$ cat src/rtl/secure_access_arbiter_pkg.sv
// Shared types, default limits and the round-robin search used by the
// secure access arbiter and its per-requester lock trackers.
package secure_access_arbiter_pkg;

    typedef enum logic [1:0] {
        IDLE  = 2'd0,
        GRANT = 2'd1,
        SERVE = 2'd2
    } state_t;

    localparam int DEF_MAX_FAIL     = 3;
    localparam int DEF_LOCK_CYCLES  = 8;
    localparam int DEF_CONF_TIMEOUT = 6;
    localparam int RR_MAX           = 32;

    // First set index at or after ptr (wrapping modulo n), or -1 when none is set.
    function automatic int rr_pick(input logic [RR_MAX-1:0] eligible, input int ptr, input int n);
        int idx;
        rr_pick = -1;
        for (int k = RR_MAX - 1; k >= 0; k--) begin
            if (k < n) begin
                idx = (ptr + k) % n;
                if (eligible[idx]) rr_pick = idx;
            end
        end
    endfunction

endpackage

$ cat src/rtl/access_lock_tracker.sv
// Per-requester consecutive-failure counter and lockout timer.
module access_lock_tracker
    import secure_access_arbiter_pkg::*;
#(
    parameter int MAX_FAIL    = DEF_MAX_FAIL,
    parameter int LOCK_CYCLES = DEF_LOCK_CYCLES
) (
    input  logic clk,
    input  logic rst_n,
    input  logic fail_pulse,
    input  logic success_pulse,
    output logic locked
);

    localparam int FW = $clog2(MAX_FAIL + 1);
    localparam int TW = $clog2(LOCK_CYCLES + 1);

    logic [FW-1:0] fail_cnt;
    logic [TW-1:0] lock_timer;

    // Lockout expiry also forgives the accumulated failures.
    always_ff @(posedge clk or negedge rst_n) begin
        if (!rst_n) begin
            fail_cnt   <= '0;
            lock_timer <= '0;
            locked     <= 1'b0;
        end else if (locked) begin
            if (lock_timer <= TW'(1)) begin
                locked     <= 1'b0;
                lock_timer <= '0;
                fail_cnt   <= '0;
            end else begin
                lock_timer <= lock_timer - 1'b1;
            end
        end else if (fail_pulse) begin
            if (fail_cnt >= FW'(MAX_FAIL - 1)) begin
                fail_cnt   <= FW'(MAX_FAIL);
                locked     <= 1'b1;
                lock_timer <= TW'(LOCK_CYCLES);
            end else begin
                fail_cnt <= fail_cnt + 1'b1;
            end
        end else if (success_pulse) begin
            fail_cnt <= '0;
        end
    end

endmodule

$ cat src/rtl/secure_access_arbiter.sv
// Round-robin arbiter granting a password-protected even/odd enable resource,
// with per-requester failure lockout.
module secure_access_arbiter
    import secure_access_arbiter_pkg::*;
#(
    parameter int NREQ         = 4,
    parameter int DW           = 4,
    parameter int MAX_FAIL     = DEF_MAX_FAIL,
    parameter int LOCK_CYCLES  = DEF_LOCK_CYCLES,
    parameter int CONF_TIMEOUT = DEF_CONF_TIMEOUT
) (
    input  logic               clk,
    input  logic               rst_n,
    input  logic [DW-1:0]      passedData,
    input  logic [NREQ-1:0]    req,
    input  logic [NREQ-1:0]    confirm,
    input  logic [NREQ*DW-1:0] password,
    input  logic [NREQ*DW-1:0] d,
    output logic [NREQ-1:0]    grant,
    output logic               evenEnable,
    output logic               oddEnable,
    output logic               denied,
    output logic [NREQ-1:0]    locked
);

    localparam int IW = (NREQ > 1) ? $clog2(NREQ) : 1;
    localparam int WW = $clog2(CONF_TIMEOUT + 1);

    state_t            state;
    logic [IW-1:0]     owner;
    logic [IW-1:0]     ptr;
    logic [IW-1:0]     next_ptr;
    logic [IW-1:0]     pick_idx;
    logic [WW-1:0]     wait_cnt;
    logic [NREQ-1:0]   eligible;
    logic [NREQ-1:0]   pick_onehot;
    logic [NREQ-1:0]   fail_vec;
    logic [NREQ-1:0]   success_vec;
    logic [RR_MAX-1:0] elig_ext;
    logic [DW-1:0]     owner_pw;
    int                pick;
    logic              owner_req;
    logic              owner_conf;
    logic              owner_d0;
    logic              pw_match;
    logic              timeout;
    logic              in_grant;
    logic              fail_now;
    logic              success_now;
    logic              unused_d_bits;

    // Only bit 0 of each data slice matters; the rest are deliberately ignored.
    assign unused_d_bits = ^d;

    always_comb begin
        eligible          = req & ~locked;
        elig_ext          = '0;
        elig_ext[NREQ-1:0] = eligible;
        pick              = rr_pick(elig_ext, int'(ptr), NREQ);
        pick_idx          = pick[IW-1:0];
        pick_onehot       = '0;
        if (pick >= 0) pick_onehot[pick_idx] = 1'b1;

        owner_req   = req[owner];
        owner_conf  = confirm[owner];
        owner_pw    = password[owner*DW +: DW];
        owner_d0    = d[owner*DW];
        pw_match    = (owner_pw == passedData);
        timeout     = (wait_cnt >= WW'(CONF_TIMEOUT - 1));
        in_grant    = (state == GRANT);
        success_now = in_grant && owner_req && owner_conf && pw_match;
        fail_now    = in_grant && owner_req &&
                      ((owner_conf && !pw_match) || (!owner_conf && timeout));

        fail_vec    = '0;
        success_vec = '0;
        if (fail_now)    fail_vec[owner]    = 1'b1;
        if (success_now) success_vec[owner] = 1'b1;

        next_ptr = (owner == IW'(NREQ - 1)) ? '0 : owner + 1'b1;
    end

    always_ff @(posedge clk or negedge rst_n) begin
        if (!rst_n) begin
            state      <= IDLE;
            grant      <= '0;
            evenEnable <= 1'b0;
            oddEnable  <= 1'b0;
            denied     <= 1'b0;
            owner      <= '0;
            ptr        <= '0;
            wait_cnt   <= '0;
        end else begin
            denied <= 1'b0;
            case (state)
                IDLE: begin
                    if (pick >= 0) begin
                        grant    <= pick_onehot;
                        owner    <= pick_idx;
                        wait_cnt <= '0;
                        state    <= GRANT;
                    end
                end
                GRANT: begin
                    if (!owner_req) begin
                        grant <= '0;
                        ptr   <= next_ptr;
                        state <= IDLE;
                    end else if (success_now) begin
                        evenEnable <= ~owner_d0;
                        oddEnable  <= owner_d0;
                        state      <= SERVE;
                    end else if (fail_now) begin
                        denied <= 1'b1;
                        grant  <= '0;
                        ptr    <= next_ptr;
                        state  <= IDLE;
                    end else begin
                        wait_cnt <= wait_cnt + 1'b1;
                    end
                end
                SERVE: begin
                    if (!owner_req) begin
                        grant      <= '0;
                        evenEnable <= 1'b0;
                        oddEnable  <= 1'b0;
                        ptr        <= next_ptr;
                        state      <= IDLE;
                    end
                end
                default: begin
                    grant      <= '0;
                    evenEnable <= 1'b0;
                    oddEnable  <= 1'b0;
                    state      <= IDLE;
                end
            endcase
        end
    end

    for (genvar i = 0; i < NREQ; i++) begin : g_trk
        access_lock_tracker #(
            .MAX_FAIL    (MAX_FAIL),
            .LOCK_CYCLES (LOCK_CYCLES)
        ) u_trk (
            .clk           (clk),
            .rst_n         (rst_n),
            .fail_pulse    (fail_vec[i]),
            .success_pulse (success_vec[i]),
            .locked        (locked[i])
        );
    end

endmodule

$ cat config.mk
export PLATFORM = sky130hd
export DESIGN_NAME = secure_access_arbiter
export DESIGN_NICKNAME = d
export VERILOG_FILES = /design/src/rtl/secure_access_arbiter_pkg.sv /design/src/rtl/access_lock_tracker.sv /design/src/rtl/secure_access_arbiter.sv
export SDC_FILE = /design/constraint.sdc
export NUM_CORES = 1
export LEC_CHECK = 0
export BUFFER_PORTS_ARGS = -buffer_cell sky130_fd_sc_hd__buf_2
export CAP_MARGIN = 20
export CORE_ASPECT_RATIO = 1.5
export CORE_MARGIN = 10
export CORE_UTILIZATION = 35
export DETAILED_ROUTE_END_ITERATION = 8
export GPL_TIMING_DRIVEN = 0
export HOLD_SLACK_MARGIN = 0.12
export MAX_ROUTING_LAYER = met4
export PLACE_DENSITY = 0.53
export RECOVER_POWER = 25
export SLEW_MARGIN = 10
export SYNTH_ARGS = -nofsm -noshare
export SYNTH_HDL_FRONTEND = slang
export SYNTH_SLANG_ARGS = --single-unit
$ cat constraint.sdc
create_clock -name clk -period 4.64 [get_ports clk]
set_clock_uncertainty 0.2 [all_clocks]
set_input_delay 0.464 -clock clk [delete_from_list [all_inputs] [get_ports clk]]
set_output_delay 0.464 -clock clk [all_outputs]
set_load 0.01 [all_outputs]
==> Yosys cells after proc, flatten, opt, wreduce, memory -nomap -nowiden <==
Index checks and enable logic that the tools add are counted.
{ "classes": {"addsub": 13, "multipliers": 0, "div": 0, "order_cmp": 19, "n_eq_ne": 17, "shifts": 1, "muxes": 113, "bitwise": 7, "n_reduce_logical": 43} }
{ "op_table": {"columns": ["op", "count"], "rows": [
  ["2-to-1 mux 32 bit", 4],
  ["2-to-1 mux 4 bit", 23],
  ["2-to-1 mux 2 bit", 30],
  ["2-to-1 mux 1 bit", 37],
  ["greater-or-equal comparator 32 x 1 -> 1 bit, second input constant", 1],
  ["< comparator 3 x 7 -> 1 bit, second input constant", 3],
  ["nonzero test 2 bit", 10],
  ["!= test 2 bit, second input constant", 9],
  ["AND reduction 2 bit", 9],
  ["<= comparator 4 x 1 -> 1 bit, second input constant", 4],
  ["variable part select 16 x 5 -> 4 bit", 1],
  ["subtractor 4 x 1 -> 4 bit, second input constant", 4],
  ["adder 2 x 1 -> 2 bit, second input constant", 6],
  ["2-to-1 mux 3 bit", 4],
  ["case mux 4 bit (3 select lines)", 1],
  ["AND reduction 4 bit", 3],
  ["nonzero test 3 bit", 4],
  ["binary-select mux 1 bit (select 3 bit)", 3],
  ["binary-select mux 1 bit (select 2 bit)", 4],
  ["greater-or-equal comparator 2 bit, second input constant", 4],
  ["logical AND 1 bit", 8],
  ["< comparator 2 x 3 -> 1 bit, second input constant", 2],
  ["< comparator 2 x 6 -> 1 bit, second input constant", 1],
  ["case mux 1 bit (3 select lines)", 2],
  ["other kinds (26)", 36]
]} }
{ "word_totals": {"regBits": 44, "latch_bits": 0, "ramBits": 0, "mem_bits_ro": 0, "in_bits": 46, "wordCells": 233, "mem_count": 0} }

==> Logic depth before layout (Yosys ltp) <==
{ "depth": {"word_depth": 16, "ltp_mapped": 8, "depth_no_buf": 8} }

==> Cells and area by module <==
From an unflattened synthesis, not the netlist that was laid out.
{ "unflattened": {"hier_cells": 286, "area_unflattened_um2": 2763.9} }
{ "by_module_without_submodules": {"columns": ["mod", "n_inst", "cells_per_inst", "area_per_inst_um2", "seq_area_each_um2"], "rows": [
  ["access_lock_tracker", 4, 40, 377.9, 175.2],
  ["secure_access_arbiter", 1, 126, 1252.5, 400.4]
]} }

==> Worst setup path after synthesis <==
Ideal clock, no wire load.
{ "synth_path": {"path_kind": "register -> register", "startpoint": "register owner[0]", "endpoint": "register ptr[0]", "arrival_ns": 2.025, "required_time_ns": 4.315, "path_slack_ns": 2.290, "path_stages_with_launch": 8, "path_buffers": 1, "synth_period_minus_slack_ns": 2.350, "path_cell_list": "dfrtp_1 buf_6 mux4_2 xnor2_2 and4_4 o21ai_4 and3_4 mux2_4"} }
{ "synth_via": {"elab_chain_cells": 8} }
{ "synth_rtl": {"columns": ["item", "line", "source"], "rows": [
  ["start: declaration", "secure_access_arbiter.sv:30", "logic [IW-1:0] owner;"],
  ["start signal: assignment", "secure_access_arbiter.sv:99", "owner <= pick_idx;"],
  ["variable part select 16 x 5 -> 4 bit or binary-select mux 1 bit (select 2 bit) (tied branches)", "secure_access_arbiter.sv:66, secure_access_arbiter.sv:65", null],
  ["== test 4 bit or 2-to-1 mux 1 bit (tied branches)", "secure_access_arbiter.sv:68, secure_access_arbiter.sv:65", null],
  ["logical NOT 1 bit", "secure_access_arbiter.sv:73", "((owner_conf && !pw_match) || (!owner_conf && timeout));"],
  ["logical AND 1 bit", "secure_access_arbiter.sv:73", null],
  ["logical OR 1 bit", "secure_access_arbiter.sv:73", null],
  ["logical AND 1 bit", "secure_access_arbiter.sv:72", "fail_now = in_grant && owner_req &&"],
  ["!= test 3 x 2 -> 1 bit (no line)", null, null],
  ["AND reduction 4 bit (no line)", null, null],
  ["end signal: assignment", "secure_access_arbiter.sv:107", "ptr <= next_ptr;"],
  ["end signal: assignment", "secure_access_arbiter.sv:116", "ptr <= next_ptr;"],
  ["end signal: assignment", "secure_access_arbiter.sv:127", "ptr <= next_ptr;"],
  ["end: declaration", "secure_access_arbiter.sv:31", "logic [IW-1:0] ptr;"]
]} }
Parallel ways exist; a longest one is shown, timed or not. The select of a mux whose other input is x is not followed.
A chain may end at the register's enable or synchronous reset.

==> Worst setup path in the final report <==
{ "layout_path": {"startpoint": "register g_trk[0].u_trk.locked", "endpoint": "register grant[3]"} }
{ "layout_via": {"elab_chain_cells": 15} }
{ "layout_rtl": {"columns": ["item", "line", "source"], "rows": [
  ["start: declaration", "access_lock_tracker.sv:12", "output logic locked"],
  ["start signal: assignment", "access_lock_tracker.sv:26", "locked <= 1'b0;"],
  ["start signal: assignment", "access_lock_tracker.sv:29", "locked <= 1'b0;"],
  ["start signal: assignment", "access_lock_tracker.sv:38", "locked <= 1'b1;"],
  ["NOT 4 bit *", "secure_access_arbiter.sv:56", "eligible = req & ~locked;"],
  ["AND 4 bit *", "secure_access_arbiter.sv:56", null],
  ["binary-select mux 1 bit (select 3 bit)", "secure_access_arbiter_pkg.sv:23", "if (eligible[idx]) rr_pick = idx;"],
  ["2-to-1 mux 1 bit (not written as such) (2 in a row)", "secure_access_arbiter_pkg.sv:23", null],
  ["2-to-1 mux 32 bit (3 in a row)", "secure_access_arbiter_pkg.sv:23", null],
  ["2-to-1 mux 32 bit *", "secure_access_arbiter_pkg.sv:23", null],
  ["parallel branches: the longest is 6 deep, another holds greater-or-equal comparator 32 x 1 -> 1 bit", null, null],
  ["end signal: assignment", "secure_access_arbiter.sv:98", "grant <= pick_onehot;"],
  ["end: declaration", "secure_access_arbiter.sv:19", "output logic [NREQ-1:0] grant,"]
]} }
Mark *: on every way between the ends. The select of a mux whose other input is x is not followed.

==> results.json <==
{
  "status": "finished with violations",
  "violations": "max-capacitance violations, max-slew violations",
  "viasPerCell": 5.047,
  "drv_cap": 1,
  "synthArstFlopShare_pct": 100.0,
  "synthAdderAreaFrac_pct": 6.390,
  "p_int_w": 0.001101,
  "synth_cells": 273,
  "synthSimpleGateAreaFrac_pct": 20.95,
  "route.detailed.drc": 0,
  "pwr-share-comb_pct": 45.3,
  "nNetsFinal": 384,
  "syn_area_mm2": 0.002741,
  "fmax_mhz": 378.0,
  "min_period_ns": 2.646,
  "overflow": 0,
  "critPathMaxFanout": 10,
  "vias": 2155,
  "grt_max_degree": 45,
  "crit_end": "grant[3]",
  "r2r_slack_ns": 1.99,
  "startpoint": "g_trk[0].u_trk.locked",
  "htreeDepth": 2,
  "synth_top_family_by_area": "simple AND/OR/NAND/NOR gates",
  "synth_nets": 333,
  "synth_top_area_share_pct": 40.16,
  "grt_pass1_vias": 2235,
  "synth_ff_type": "dfrtp_1",
  "cts.path.max_buffers": 2,
  "period_share_pct": 57.02,
  "leakage_nw": 1.482,
  "rows": 39,
  "seq_power_share_pct": 35.0,
  "hp-class": "reg2reg",
  "wirelength_um": 6152,
  "power_density_mw_per_mm2": 549.8,
  "synthTopCellsByCount": "dfrtp_1 (44), nand2_1 (28), nor2_1 (17), inv_1 (16), ha_1 (14)",
  "rsz0062_at_grt": "false",
  "die_h_um": 128.4,
  "cts_tree": "built",
  "clkPwrFrac_pct": 19.7,
  "path_clk_slew_ns": 0.06,
  "postCtsHoldBufs": 0,
  "synthTopCellsByArea": "dfrtp_1 (40%), ha_1 (6.4%), mux4_2 (4.1%), nand2_1 (3.8%), nand2b_1 (3.0%)",
  "synth_compound_gate_area_share_pct": 16.52,
  "worst_hold_slack_ns": 0.2994,
  "r2r_cells": 6,
  "seq_area_frac_synth_pct": 40.16,
  "grt_pass1_wl_um": 10460,
  "critical_path_arrival_ns": 2.61,
  "drtAntennaViolNets": 0,
  "slew_violations": 45,
  "io_buffers": 44,
  "yosysWarnings": 0,
  "finalSetupTns_ns": 0,
  "worst_ir_drop_vdd_uv": 203.0,
  "die_w_um": 92.26,
  "area_growth_pct": 17.98,
  "worstReg2RegStart": "g_trk[0].u_trk.locked",
  "r2r_end": "grant[3]",
  "synth_xor_area_share_pct": 2.784,
  "synth_largest_area_cell": "dfrtp_1",
  "start_kind": "register",
  "drive_above_1_share_pct": 24.62,
  "grt_use_total_pct": 11.02,
  "fin_cells": 427,
  "diodes": 0,
  "swShare_pct": 38.10,
  "post-cts-setup-buffers": 0,
  "dp_hpwl_um": 4839,
  "initial_core_util_pct": 36.01,
  "relSlewSlack_pct": -58.33,
  "cts-root-buf": "clkbuf_16",
  "synth_seq_cells": 44,
  "required_ns": 4.61,
  "final-hold-violation-count": 0,
  "synth_mux_area_share_pct": 8.581,
  "clock_sinks": 44,
  "ios": 57,
  "worst_slew_pin_slew_ns": 2.375,
  "finish.utilization_pct": 42.49,
  "crit_chain": "clkbuf_1 -> nor2b_1 -> a2111oi_0 -> mux2i_1 -> o211ai_2 -> mux2_1",
  "drtIter0Drc": 134,
  "end_kind": "register",
  "cts_buffers": 5,
  "path_class": "reg2reg",
  "synth-edff-count": 0,
  "synth.most_common_cell": "dfrtp_1",
  "ys_types": 55,
  "placedCellCount": 419,
  "coreArea_mm2": 0.007612,
  "setup_viol": 0,
  "drt-pass1-iter-count": 6,
  "die_area_mm2": 0.01185,
  "antenna_found_initial": 0,
  "clk_latency_ns": 0.28,
  "slowest_delay_ns": 0.77,
  "power_w": 0.001778,
  "place_congestion": 0.8070,
  "power_switching_w": 0.0006775,
  "wire_per_inst_um": 14.41,
  "cp_slowest_cell": "a2111oi_0",
  "syn_area_per_cell_um2": 10.04,
  "cts-resized-gates": 0
}
worst max-delay path: cells and delay by family, from the launching register on:
kind / cells / cell delay, ns
mux: 2 / 0.53
buf+inv: 1 / 0.31
flops: 1 / 0.34
simple gates: 1 / 0.11
compound gates: 2 / 1.03
flip-flops by register name (all words and copies together), names as in the netlist:
register,flops
state,2
oddEnable,1
g_trk.u_trk.locked,4
denied,1
g_trk.u_trk.fail_cnt,8
grant,4
g_trk.u_trk.lock_timer,16
owner,2
evenEnable,1
wait_cnt,3
ptr,2
per-layer routing:
layer	wire length [µm]	part of all wire, %	global-route usage (%)
met1	2906	47	12.94
met2	2948	48	17.92
met4	103	1.7	4.645
met5	0	0	-
met3	194	3.2	2.270
final cells by class:
type	count	area (µm²)
fillers	775	4378
multi-input cells	202	1514
flip-flops and latches	44	1101
repair buffers	44	219.0
clock buffers	8	146.4
well taps	102	127.6
plain buffers	11	66.31
inverters	16	60.06
cells in the final DEF, fill, tap and decap left out, drive strengths merged, types with 2 or more instances in the layout:
cell / instances
nand3b: 4
and3: 2
clkbuf: 13
a21oi: 6
o32ai: 8
o211ai: 6
mux4: 5
nand2b: 13
o22ai: 6
mux2i: 7
a211o: 2
inv: 16
nor2: 17
a22o: 2
nor2b: 9
buf: 50
xnor2: 7
ha: 14
nor4: 5
nand2: 28
mux2: 4
dfrtp: 44
or3: 2
o31ai: 7
nand3: 4
o21ai: 11
nor3: 12
or4b: 4
cell families after synthesis:
logic type | Yosys count
muxes | 16
AOI/OAI and AO/OA | 60
DFF | 44
xor gates and xnor gates | 7
buffers and inverters | 27
adders and majority gates | 14
and+or+nand+nor | 105
worst min-delay path by stage:
stage               cells past startpoint  slack [ns]      from        to
floorplan                               0       -0.03     rst_n    denied
global placement                        1        0.28  grant[2]  grant[2]
detailed placement                      1        0.29  grant[2]  grant[2]
CTS                                     1        0.19     rst_n  grant[2]
global route                            1        0.31  grant[2]  grant[2]
finish                                  1        0.30  grant[0]  grant[0]
stage by stage:
| step | setup slack, ns | instance area, µm² |
|---|---|---|
| detailed placement | 1.978 | 3089 |
| CTS | 1.968 | 3236 |
| global placement | 2.006 | 3089 |
| global route | 1.728 | 3234 |
| finish | 1.994 | 3234 |
| floorplan | 2.290 | 2741 |
power groups by stage:
stage,clock (W),combinational [W],sequential [W]
detailed placement,0,0.000818,0.000628
finish,0.000350,0.000805,0.000623
global route,0.000378,0.000909,0.000645
floorplan,0,0.000618,0.000615
global placement,0,0.000807,0.000626
CTS,0.000363,0.000818,0.000622
(Power assumes the default switching activity.)
